[src/rtl/mdu_pkg.sv]
// Shared types and constants for the multiply/divide unit.
package mdu_pkg;

  localparam int DEFAULT_WIDTH = 32;

  typedef enum logic [1:0] {
    MULT  = 2'd0,
    MULTU = 2'd1,
    DIV   = 2'd2,
    DIVU  = 2'd3
  } op_e;

  typedef enum logic [1:0] {
    IDLE   = 2'd0,
    RUN    = 2'd1,
    FINISH = 2'd2
  } state_e;

  // True for the two divide opcodes.
  function automatic logic op_is_div(input op_e o);
    return (o == DIV) || (o == DIVU);
  endfunction

  // True for the two signed opcodes.
  function automatic logic op_is_signed(input op_e o);
    return (o == MULT) || (o == DIV);
  endfunction

endpackage

[src/rtl/div_iter.sv]
// Iterative restoring divider on unsigned magnitudes, one quotient bit per step.
// step_quo/step_rem show the result of applying one more step to the current
// state, so the owner can consume the final step without an extra cycle.
module div_iter
  import mdu_pkg::*;
#(
  parameter int WIDTH = DEFAULT_WIDTH
) (
  input  logic             clk,
  input  logic             rst_n,
  input  logic             load,
  input  logic             step,
  input  logic [WIDTH-1:0] dividend,
  input  logic [WIDTH-1:0] divisor,
  output logic [WIDTH-1:0] step_quo,
  output logic [WIDTH-1:0] step_rem
);

  logic [WIDTH-1:0] quo_q;
  logic [WIDTH-1:0] rem_q;
  logic [WIDTH-1:0] dvs_q;
  logic [WIDTH:0]   shifted;
  logic [WIDTH:0]   diff;

  // Shift the next dividend bit into the partial remainder and trial-subtract.
  assign shifted  = {rem_q, quo_q[WIDTH-1]};
  assign diff     = shifted - {1'b0, dvs_q};
  assign step_rem = diff[WIDTH] ? shifted[WIDTH-1:0] : diff[WIDTH-1:0];
  assign step_quo = {quo_q[WIDTH-2:0], ~diff[WIDTH]};

  // Working registers: quotient shifts in from the right as the dividend shifts out.
  // NOTE: datapath registers are reset too; it costs little and keeps X out of simulation.
  always_ff @(posedge clk or negedge rst_n) begin
    if (!rst_n) begin
      // NOTE: sequential state is always assigned with <= so every flop samples pre-edge values.
      quo_q <= '0;
      rem_q <= '0;
      dvs_q <= '0;
    end else if (load) begin
      quo_q <= dividend;
      rem_q <= '0;
      dvs_q <= divisor;
    end else if (step) begin
      quo_q <= step_quo;
      rem_q <= step_rem;
    end
  end

endmodule

[src/rtl/mul_div_unit.sv]
// MIPS-style HI/LO multiply/divide unit.
// Iterative: WIDTH cycles per multiply or divide, sign fix-up in FINISH.
// Optional macro MDU_FAST_MUL_EN: multiplies use a single-cycle array product.
module mul_div_unit
  import mdu_pkg::*;
#(
  parameter int WIDTH = DEFAULT_WIDTH
) (
  input  logic             clk,
  input  logic             rst_n,
  input  logic             start,
  input  logic [1:0]       op,
  input  logic [WIDTH-1:0] a,
  input  logic [WIDTH-1:0] b,
  input  logic             flush,
  input  logic             hi_we,
  input  logic             lo_we,
  input  logic [WIDTH-1:0] wdata,
  output logic             busy,
  output logic             done,
  output logic [WIDTH-1:0] hi,
  output logic [WIDTH-1:0] lo
);

  localparam int CW = $clog2(WIDTH);

  state_e state, state_nx;
  logic   accept, do_step, do_finish;

  // Decoded request
  op_e              op_in;
  logic             in_div, in_signed, in_fast;
  logic [WIDTH-1:0] mag_a, mag_b;

  // Captured operation context
  logic             div_q;
  logic             neg_p;   // sign of product / quotient
  logic             neg_r;   // sign of remainder
  logic             b_zero;
  logic [WIDTH-1:0] a_q;
  logic [CW-1:0]    cnt;

  // Multiply datapath: {mul_hi, mul_lo} holds partial product and remaining multiplier
  logic [WIDTH-1:0]   mcand, mul_hi, mul_lo;
  logic [WIDTH:0]     mul_sum;
  logic [2*WIDTH-1:0] prod_mag, prod;

  // Divider results and final values
  logic [WIDTH-1:0] step_quo, step_rem, quo_fix, rem_fix;
  logic [WIDTH-1:0] res_hi, res_lo;

  assign op_in     = op_e'(op);
  assign in_div    = op_is_div(op_in);
  assign in_signed = op_is_signed(op_in);
  assign mag_a     = (in_signed && a[WIDTH-1]) ? -a : a;
  assign mag_b     = (in_signed && b[WIDTH-1]) ? -b : b;

`ifdef MDU_FAST_MUL_EN
  assign in_fast = !in_div;
`else
  assign in_fast = 1'b0;
`endif

  assign busy = (state != IDLE);

  // State register.
  always_ff @(posedge clk or negedge rst_n) begin
    if (!rst_n) state <= IDLE;
    else        state <= state_nx;
  end

  // Next state and per-cycle control strobes; flush always wins.
  always_comb begin
    // NOTE: every output gets a default first so no path can infer a latch.
    state_nx  = state;
    accept    = 1'b0;
    do_step   = 1'b0;
    do_finish = 1'b0;
    case (state)
      IDLE: begin
        if (start && !flush) begin
          accept   = 1'b1;
          state_nx = (in_fast || (in_div && b == '0)) ? FINISH : RUN;
        end
      end
      RUN: begin
        if (flush) begin
          state_nx = IDLE;
        end else begin
          do_step = 1'b1;
          if (cnt == CW'(WIDTH - 2)) state_nx = FINISH;
        end
      end
      FINISH: begin
        state_nx = IDLE;
        if (!flush) do_finish = 1'b1;
      end
      default: state_nx = IDLE;
    endcase
  end

  div_iter #(.WIDTH(WIDTH)) u_div (
    .clk      (clk),
    .rst_n    (rst_n),
    .load     (accept && in_div),
    .step     (do_step),
    .dividend (mag_a),
    .divisor  (mag_b),
    .step_quo (step_quo),
    .step_rem (step_rem)
  );

  // One shift-add step: add multiplicand when the current multiplier bit is set.
  assign mul_sum = {1'b0, mul_hi} + (mul_lo[0] ? {1'b0, mcand} : '0);

`ifdef MDU_FAST_MUL_EN
  assign prod_mag = {{WIDTH{1'b0}}, mcand} * {{WIDTH{1'b0}}, mul_lo};
`else
  // Final step applied combinationally in FINISH.
  assign prod_mag = {mul_sum, mul_lo[WIDTH-1:1]};
`endif

  assign prod    = neg_p ? -prod_mag : prod_mag;
  assign quo_fix = neg_p ? -step_quo : step_quo;
  assign rem_fix = neg_r ? -step_rem : step_rem;
  assign res_hi  = !div_q ? prod[2*WIDTH-1:WIDTH] : (b_zero ? a_q : rem_fix);
  assign res_lo  = !div_q ? prod[WIDTH-1:0]       : (b_zero ? '1  : quo_fix);

  // Operand capture on acceptance and multiply iteration.
  always_ff @(posedge clk or negedge rst_n) begin
    if (!rst_n) begin
      div_q  <= 1'b0;
      neg_p  <= 1'b0;
      neg_r  <= 1'b0;
      b_zero <= 1'b0;
      a_q    <= '0;
      cnt    <= '0;
      mcand  <= '0;
      mul_hi <= '0;
      mul_lo <= '0;
    end else if (accept) begin
      div_q  <= in_div;
      neg_p  <= in_signed && (a[WIDTH-1] ^ b[WIDTH-1]);
      neg_r  <= in_signed && a[WIDTH-1];
      b_zero <= (b == '0);
      a_q    <= a;
      cnt    <= '0;
      mcand  <= mag_a;
      mul_hi <= '0;
      mul_lo <= mag_b;
    end else if (do_step) begin
      cnt              <= cnt + CW'(1);
      {mul_hi, mul_lo} <= {mul_sum, mul_lo[WIDTH-1:1]};
    end
  end

  // HI/LO: result write in FINISH, direct MTHI/MTLO writes only while idle.
  always_ff @(posedge clk or negedge rst_n) begin
    if (!rst_n) begin
      hi   <= '0;
      lo   <= '0;
      done <= 1'b0;
    end else begin
      done <= do_finish;
      if (do_finish) begin
        hi <= res_hi;
        lo <= res_lo;
      end else if (state == IDLE) begin
        if (hi_we) hi <= wdata;
        if (lo_we) lo <= wdata;
      end
    end
  end

endmodule

[config.mk]
export PLATFORM = sky130hd
export DESIGN_NAME = mul_div_unit
export DESIGN_NICKNAME = d
export VERILOG_FILES = /design/src/rtl/mdu_pkg.sv /design/src/rtl/div_iter.sv /design/src/rtl/mul_div_unit.sv
export SDC_FILE = /design/constraint.sdc
export NUM_CORES = 1
export LEC_CHECK = 0
export ABC_AREA = 1
export CAP_MARGIN = 20
export CORE_MARGIN = 10
export CORE_UTILIZATION = 40
export DETAILED_ROUTE_END_ITERATION = 6
export GPL_ROUTABILITY_DRIVEN = 1
export SYNTH_ARGS = -nofsm -noshare
export SYNTH_HDL_FRONTEND = slang
export SYNTH_SLANG_ARGS = --single-unit
[constraint.sdc]
create_clock -name clk -period 3.6 [get_ports clk]
set_clock_uncertainty 0.15 [all_clocks]
set_input_delay 1.08 -clock clk [delete_from_list [all_inputs] [get_ports clk]]
set_output_delay 1.08 -clock clk [all_outputs]
set_load 0.01 [all_outputs]
# After elaboration in Yosys (flattened, before gate mapping)

Index checks and enable logic that the tools add are counted.

Input port bits: 104
Register bits after elaboration: 300
Output and inout port bits: 66
Word-level logic and storage cells: 91

Mux-type cells: 37
Bitwise gates (word level): 2
Add/sub/neg operators: 8
Equal/unequal tests: 7
Reductions and logical operators: 21

Operator list:

| operator              | count |
|---|---|
| $mux W32              | 24 |
| $neg A32 Y32          | 4 |
| $mux W64              | 1 |
| $neg A64 Y64          | 1 |
| $add A32 B32 Y33      | 1 |
| $sub A33 B32 Y33      | 1 |
| $logic_not A32 Y1     | 1 |
| $reduce_bool A2 Y1    | 6 |
| $mux W5               | 2 |
| $mux W2               | 4 |
| $eq A2 B2 Y1 const B  | 3 |
| $logic_and A1 B1 Y1   | 6 |
| $reduce_and A2 Y1     | 3 |
| $add A5 B1 Y5 const B | 1 |
| $eq A5 B5 Y1 const B  | 1 |
| $mux W1               | 5 |
| $logic_not A2 Y1      | 2 |
| $pmux W2 S2           | 1 |
| $ne A3 B3 Y1 const B  | 1 |
| $eq A2 B1 Y1 const B  | 1 |
| $logic_or A1 B1 Y1    | 2 |
| $ne A2 B2 Y1 const B  | 1 |
| $logic_not A1 Y1      | 1 |
| $not A1 Y1            | 1 |
| $xor A1 B1 Y1         | 1 |

# Depth between registers and ports, before layout

Word-level depth: 7
Depth in mapped cells: 30
Gate-level depth less buffers: 29

# By module

A second synthesis with hierarchy kept.

Cells, all modules: 3,847
Area total of the unflattened synthesis: 24,297.1 µm²

By module, submodules not included:

| module       | sequential area each (µm²) | cells each | area an instance (µm²) | times used |
|---|---|---|---|---|
| mul_div_unit | 5,079.9                    | 2,709      | 16,958.8               | 1 |
| div_iter     | 2,402.3                    | 1,138      | 7,338.3                | 1 |

# Worst setup path before layout

Ideal clock, no wire load.

Path type: register to register
Start: reg u_div.dvs_q[0]
End: reg lo[30]
Required time: 3.314 ns
Cell stages (with the launch flop): 29
Arrival: 3.535 ns
Setup time: 0.136 ns
Path buffers: 1
Period minus slack after synthesis: 3.821 ns
Setup slack: -0.221 ns
Path through: dfrtp_1 -> ha_1 -> fa_1 -> inv_1 -> nand2_1 -> nand2_1 -> nand3_1 -> nand2_1 -> nand2_1 -> nand2_2 -> nand2_4 -> nand2_4 -> nand2_4 -> nand2_8 -> buf_6 -> ha_1 -> nand2_1 -> nor2_1 -> nand3_1 -> inv_1 -> nand3_1 -> o21ai_0 -> o21ai_0 -> inv_1 -> o21ai_0 -> nand2_1 -> inv_1 -> o221ai_1 -> o211ai_1

Cells in the longest elaborated chain, start to end: 7

RTL lines:

| item                   | line                | RTL |
|---|---|---|
| start, declared        | div_iter.sv:21      | `logic [WIDTH-1:0] dvs_q;` |
| start signal, assigned | div_iter.sv:42      | `dvs_q <= divisor;` |
| $sub A33 B32 Y33       | div_iter.sv:27      | `assign diff = shifted - {1'b0, dvs_q};` |
| $not A1 Y1             | div_iter.sv:29      | `assign step_quo = {quo_q[WIDTH-2:0], ~diff[WIDTH]};` |
| $neg A32 Y32           | mul_div_unit.sv:124 | `assign quo_fix = neg_p ? -step_quo : step_quo;` |
| $mux W32               | mul_div_unit.sv:124 |  |
| $mux W32 (2 in series) | mul_div_unit.sv:127 | `assign res_lo = !div_q ? prod[WIDTH-1:0] : (b_zero ? '1 : quo_fix);` |
| $mux W32               | mul_div_unit.sv:165 | `if (do_finish) begin` |
| end signal, assigned   | mul_div_unit.sv:167 | `lo <= res_lo;` |
| end signal, assigned   | mul_div_unit.sv:170 | `if (lo_we) lo <= wdata;` |
| end, declared          | mul_div_unit.sv:22  | `output logic [WIDTH-1:0] lo` |

No other way between the ends.
A chain may end at the register's enable or synchronous reset.

# Final worst setup path

Start: reg u_div.dvs_q[30]
End: reg lo[24]

Same word-level chain as after synthesis.

==> results by group <==
Outcome
  • Status: complete, but fails checks
  • Violated checks: DRC, setup timing

Yosys
  • Top cells by count, synth: nand2_1, inv_1, nor2_1
  • Synthesized cell area: approximately 0.023 mm²
  • Register area share after synthesis: 0.323
  • Ys flop type: dfrtp_1
  • Post-synth cell types: 53
  • Count leader, synth: nand2_1
  • FFs w/ async S/R, synth: 1.00
  • Syn Area/Cell: between 6 and 7 µm²
  • Top cell type by total area after synthesis: dfrtp_1
  • Yosys reg bits: about 300
  • Post-Synthesis Cells: 3,547
  • Synth warn: 0
  • Yosys top cell area share: 0.323
  • Synth area leaders: dfrtp_1, nand2_1, inv_1
  • Post-synth EDFFs: 0
  • Post-Syn Nets: between 3,000 and 4,000

Detailed routing
  • Drt total wl: 98,900 µm
  • DRT Pass-1 Iters: 7
  • WL/cell: 20.0 µm
  • Vias per Instance: 5.35
  • Drt drc: 1
  • Number of routed nets with antenna violations: 0
  • Initial DRC count: 2,633
  • Vias post-DR: 26,380

Power
  • Sw Share: 0.475
  • Sequential Power Share: 0.179
  • Power Density: around 900 mW/mm²
  • Maximum VDD drop: between 400 and 500 µV
  • NetSw: 14.4 mW
  • Internal: 15.9 mW
  • Logic gate share of total power: 0.689
  • Pleak: 16.1 nW
  • Clock power frac: 0.132

Timing
  • Total negative setup slack: -0.297 ns
  • Fin. Hold Viols: 0
  • Final worst slack: -0.0748 ns
  • Max-slew violation count: 0
  • Peak Freq: 272 MHz
  • Final setup violation count: 7
  • Slew margin rel.: 0.294
  • Fin crit share: 1.02
  • RSZ-0062 raised after global routing: yes
  • Worst-Margin Slew: roughly 1.1 ns
  • Final period demand of the worst path: roughly 3.7 ns

GRT
  • Initial antenna violation count: 1
  • Largest net degree at the start of global routing: 127
  • First-pass GRT wire length: approximately 140,000 µm
  • Vias in the first global route: ~24,000
  • Overflow after GRT: 0
  • GRT Overall Usage: 0.275

Clock tree
  • TritonCTS clock tree: yes
  • Latest clock arrival within the worst-skew pair: 0.58 ns
  • CTS Buffer Depth: 3
  • H-tree level count: 2
  • Clk root buf: clkbuf_16
  • CTS Sinks: between 200 and 300
  • CTS Hold Buffers Added: 0
  • Worst-path clk slew: 0.06 ns
  • CTS buffer count: 37

Worst setup path
  • Critical-path cell list: inv_2 > ha_1 > nand2_1 > buf_4 > nor3_4 > and2_4 > nand2_4 > nand2_8 > nand2_8 > nand2_8 > ha_4 > nand2_4 > nor2_4 > nand3_2 > inv_2 > nand3_4 > nor3_4 > nand4_1 > buf_4 > nand3_2 > nand2_2 > o221ai_2 > buf_4 > o211ai_1
  • CP top delay family: simple AND/OR/NAND/NOR gates
  • Critical path depth: 24
  • Reg2reg start: u_div.dvs_q[30]$_DFFE_PN0P_
  • Slowest CP cell: dfrtp_1
  • Critical Path AT: between 3 and 4 ns
  • Crit. End Element: flip-flop
  • Critical path startpoint: u_div.dvs_q[30]$_DFFE_PN0P_
  • R2R Setup Slk: -0.07 ns
  • Worst setup path end: lo[24]$_DFFE_PN0P_
  • Reg-to-Reg End: lo[24]$_DFFE_PN0P_
  • Reg2reg path depth: 24
  • Bufs and invs on worst path: 5
  • Critical path class: flip-flop to flip-flop
  • Critical path's largest stage delay: 0.34 ns
  • CP required: around 3.9 ns
  • Worst Path Max Fanout: 4
  • Crit path launch type: flip-flop

Floorplanning
  • Row count: 88
  • Die span in x: 261 µm
  • Die area: 0.0680 mm²
  • Core ar.: 0.0576 mm²
  • # IOs: 170
  • Starting Density: 0.403
  • Die height: 261 µm

Finish
  • NumNets Final: roughly 4,300
  • Number of diodes: 0
  • Layout cells sized above 1: 0.254
  • Final Core Density: 0.571
  • Area Overhead vs Synth: 41.8%

Worst hold path
  • HP Class: input pin to asynchronous set/reset pin

Run
  • Max-cap violations: 0

Placement
  • Port bufs: 169
  • Final RePlAce weighted congestion: 0.967
  • Post-DP HPWL: 75,500 µm
cells by family after synthesis:
kind of cell	after synthesis	synth area share
buffers and inverters	583	0.0975
DFF	299	0.323
and+or+nand+nor	1904	0.349
AOI/OAI and AO/OA	580	0.150
adders and majority gates	73	0.0401
xor gates and xnor gates	108	0.0408
cells in the final DEF, fill, tap and decap left out, types with 38 or more instances in the layout:
| cell type | synthesis | final |
|---|---|---|
| inv_1 | 440 | 404 |
| a21oi_1 | 112 | 84 |
| clkdlybuf4s50_1 | 0 | 166 |
| buf_4 | 3 | 457 |
| nand3_1 | 192 | 168 |
| inv_2 | 12 | 43 |
| nor3_1 | 67 | 52 |
| ha_1 | 71 | 41 |
| dfrtp_1 | 299 | 297 |
| nor2_1 | 311 | 252 |
| nor2_2 | 12 | 43 |
| o21ai_0 | 248 | 224 |
| nand2_4 | 11 | 47 |
| o211ai_1 | 67 | 67 |
| clkbuf_16 | 0 | 43 |
| nand2_1 | 1173 | 1037 |
| o221ai_1 | 55 | 52 |
| nand2_2 | 31 | 128 |
| xor2_1 | 68 | 60 |
| nand4_1 | 38 | 38 |
registers in the layout (all words and copies together) (netlist names), 5 cells and up:
name / count
a_q: 32
hi: 32
lo: 32
mul_hi: 32
mul_lo: 32
u_div.dvs_q: 32
u_div.quo_q: 32
u_div.rem_q: 32
mcand: 31
cnt: 5
power by group through the flow:
stage	clock network [mW]	logic, mW	registers (mW)
5_1_grt	4.18	22.5	5.52
4_1_cts	4.05	17.7	5.32
6_report	4.01	20.9	5.44
3_5_place_dp	0	17.0	5.34
2_1_floorplan	0	9.29	5.07
3_3_place_gp	0	17.0	5.34
stage by stage:
stage,power (mW),instances,hold WS (ns),area (µm²),worst slack [ns]
final,30.4,4931,0.319,32900,-0.0748
after global routing,32.3,4931,0.336,32900,-0.302
after global placement,22.3,4823,0.304,29100,-0.435
after detailed placement,22.4,4823,0.311,29100,-0.485
after floorplan,14.4,3547,0.284,23200,0.0104
after CTS,27.1,4897,0.326,30900,-0.116
worst register-to-register path, stage by stage (launching register included):
cell,delay (ns)
dfrtp_1,0.34
inv_2,0.07
ha_1,0.30
nand2_1,0.07
buf_4,0.15
nor3_4,0.29
and2_4,0.22
nand2_4,0.09
nand2_8,0.10
nand2_8,0.07
nand2_8,0.09
ha_4,0.16
nand2_4,0.07
nor2_4,0.11
nand3_2,0.08
inv_2,0.09
nand3_4,0.11
nor3_4,0.19
nand4_1,0.15
buf_4,0.18
nand3_2,0.05
nand2_2,0.06
o221ai_2,0.18
buf_4,0.15
o211ai_1,0.07
layer usage:
metal | track usage | vias up | wire, µm
met5 | 0 | - | 13
met3 | 0.0449 | 148 | 8890
li1 | - | 12663 | -
met2 | 0.412 | 1109 | 43300
met1 | 0.390 | 12458 | 43000
met4 | 0.103 | 2 | 3590
area by class of cell:
type / instances / area (µm²)
inverters: 454 / 1720
clock buffers: 45 / 1010
multi-input cells: 2665 / 15400
repair buffers: 681 / 6020
well taps: 765 / 957
flip-flops and latches: 299 / 7480
clock inverters: 22 / 265
fillers: 5394 / 24700
worst min-delay path by stage:
stage	from	endpoint	slack [ns]
6_report	rst_n	lo[11]$_DFFE_PN0P_	0.32
5_1_grt	a_q[8]$_DFFE_PN0P_	a_q[8]$_DFFE_PN0P_	0.34
4_1_cts	rst_n	mul_lo[11]$_DFFE_PN0P_	0.33
3_5_place_dp	a_q[8]$_DFFE_PN0P_	a_q[8]$_DFFE_PN0P_	0.31
3_3_place_gp	cnt[4]$_DFFE_PN0P_	cnt[4]$_DFFE_PN0P_	0.30
2_1_floorplan	cnt[4]$_DFFE_PN0P_	cnt[4]$_DFFE_PN0P_	0.28
what timing repair did:
action                     CTS  global route
gates resized for setup    117           410
pin swaps                   27           120
cloned                       0             5
buffers inserted             7            34
setup endpoints to repair   37            78
Note: power is estimated with default switching activity, not from simulation.
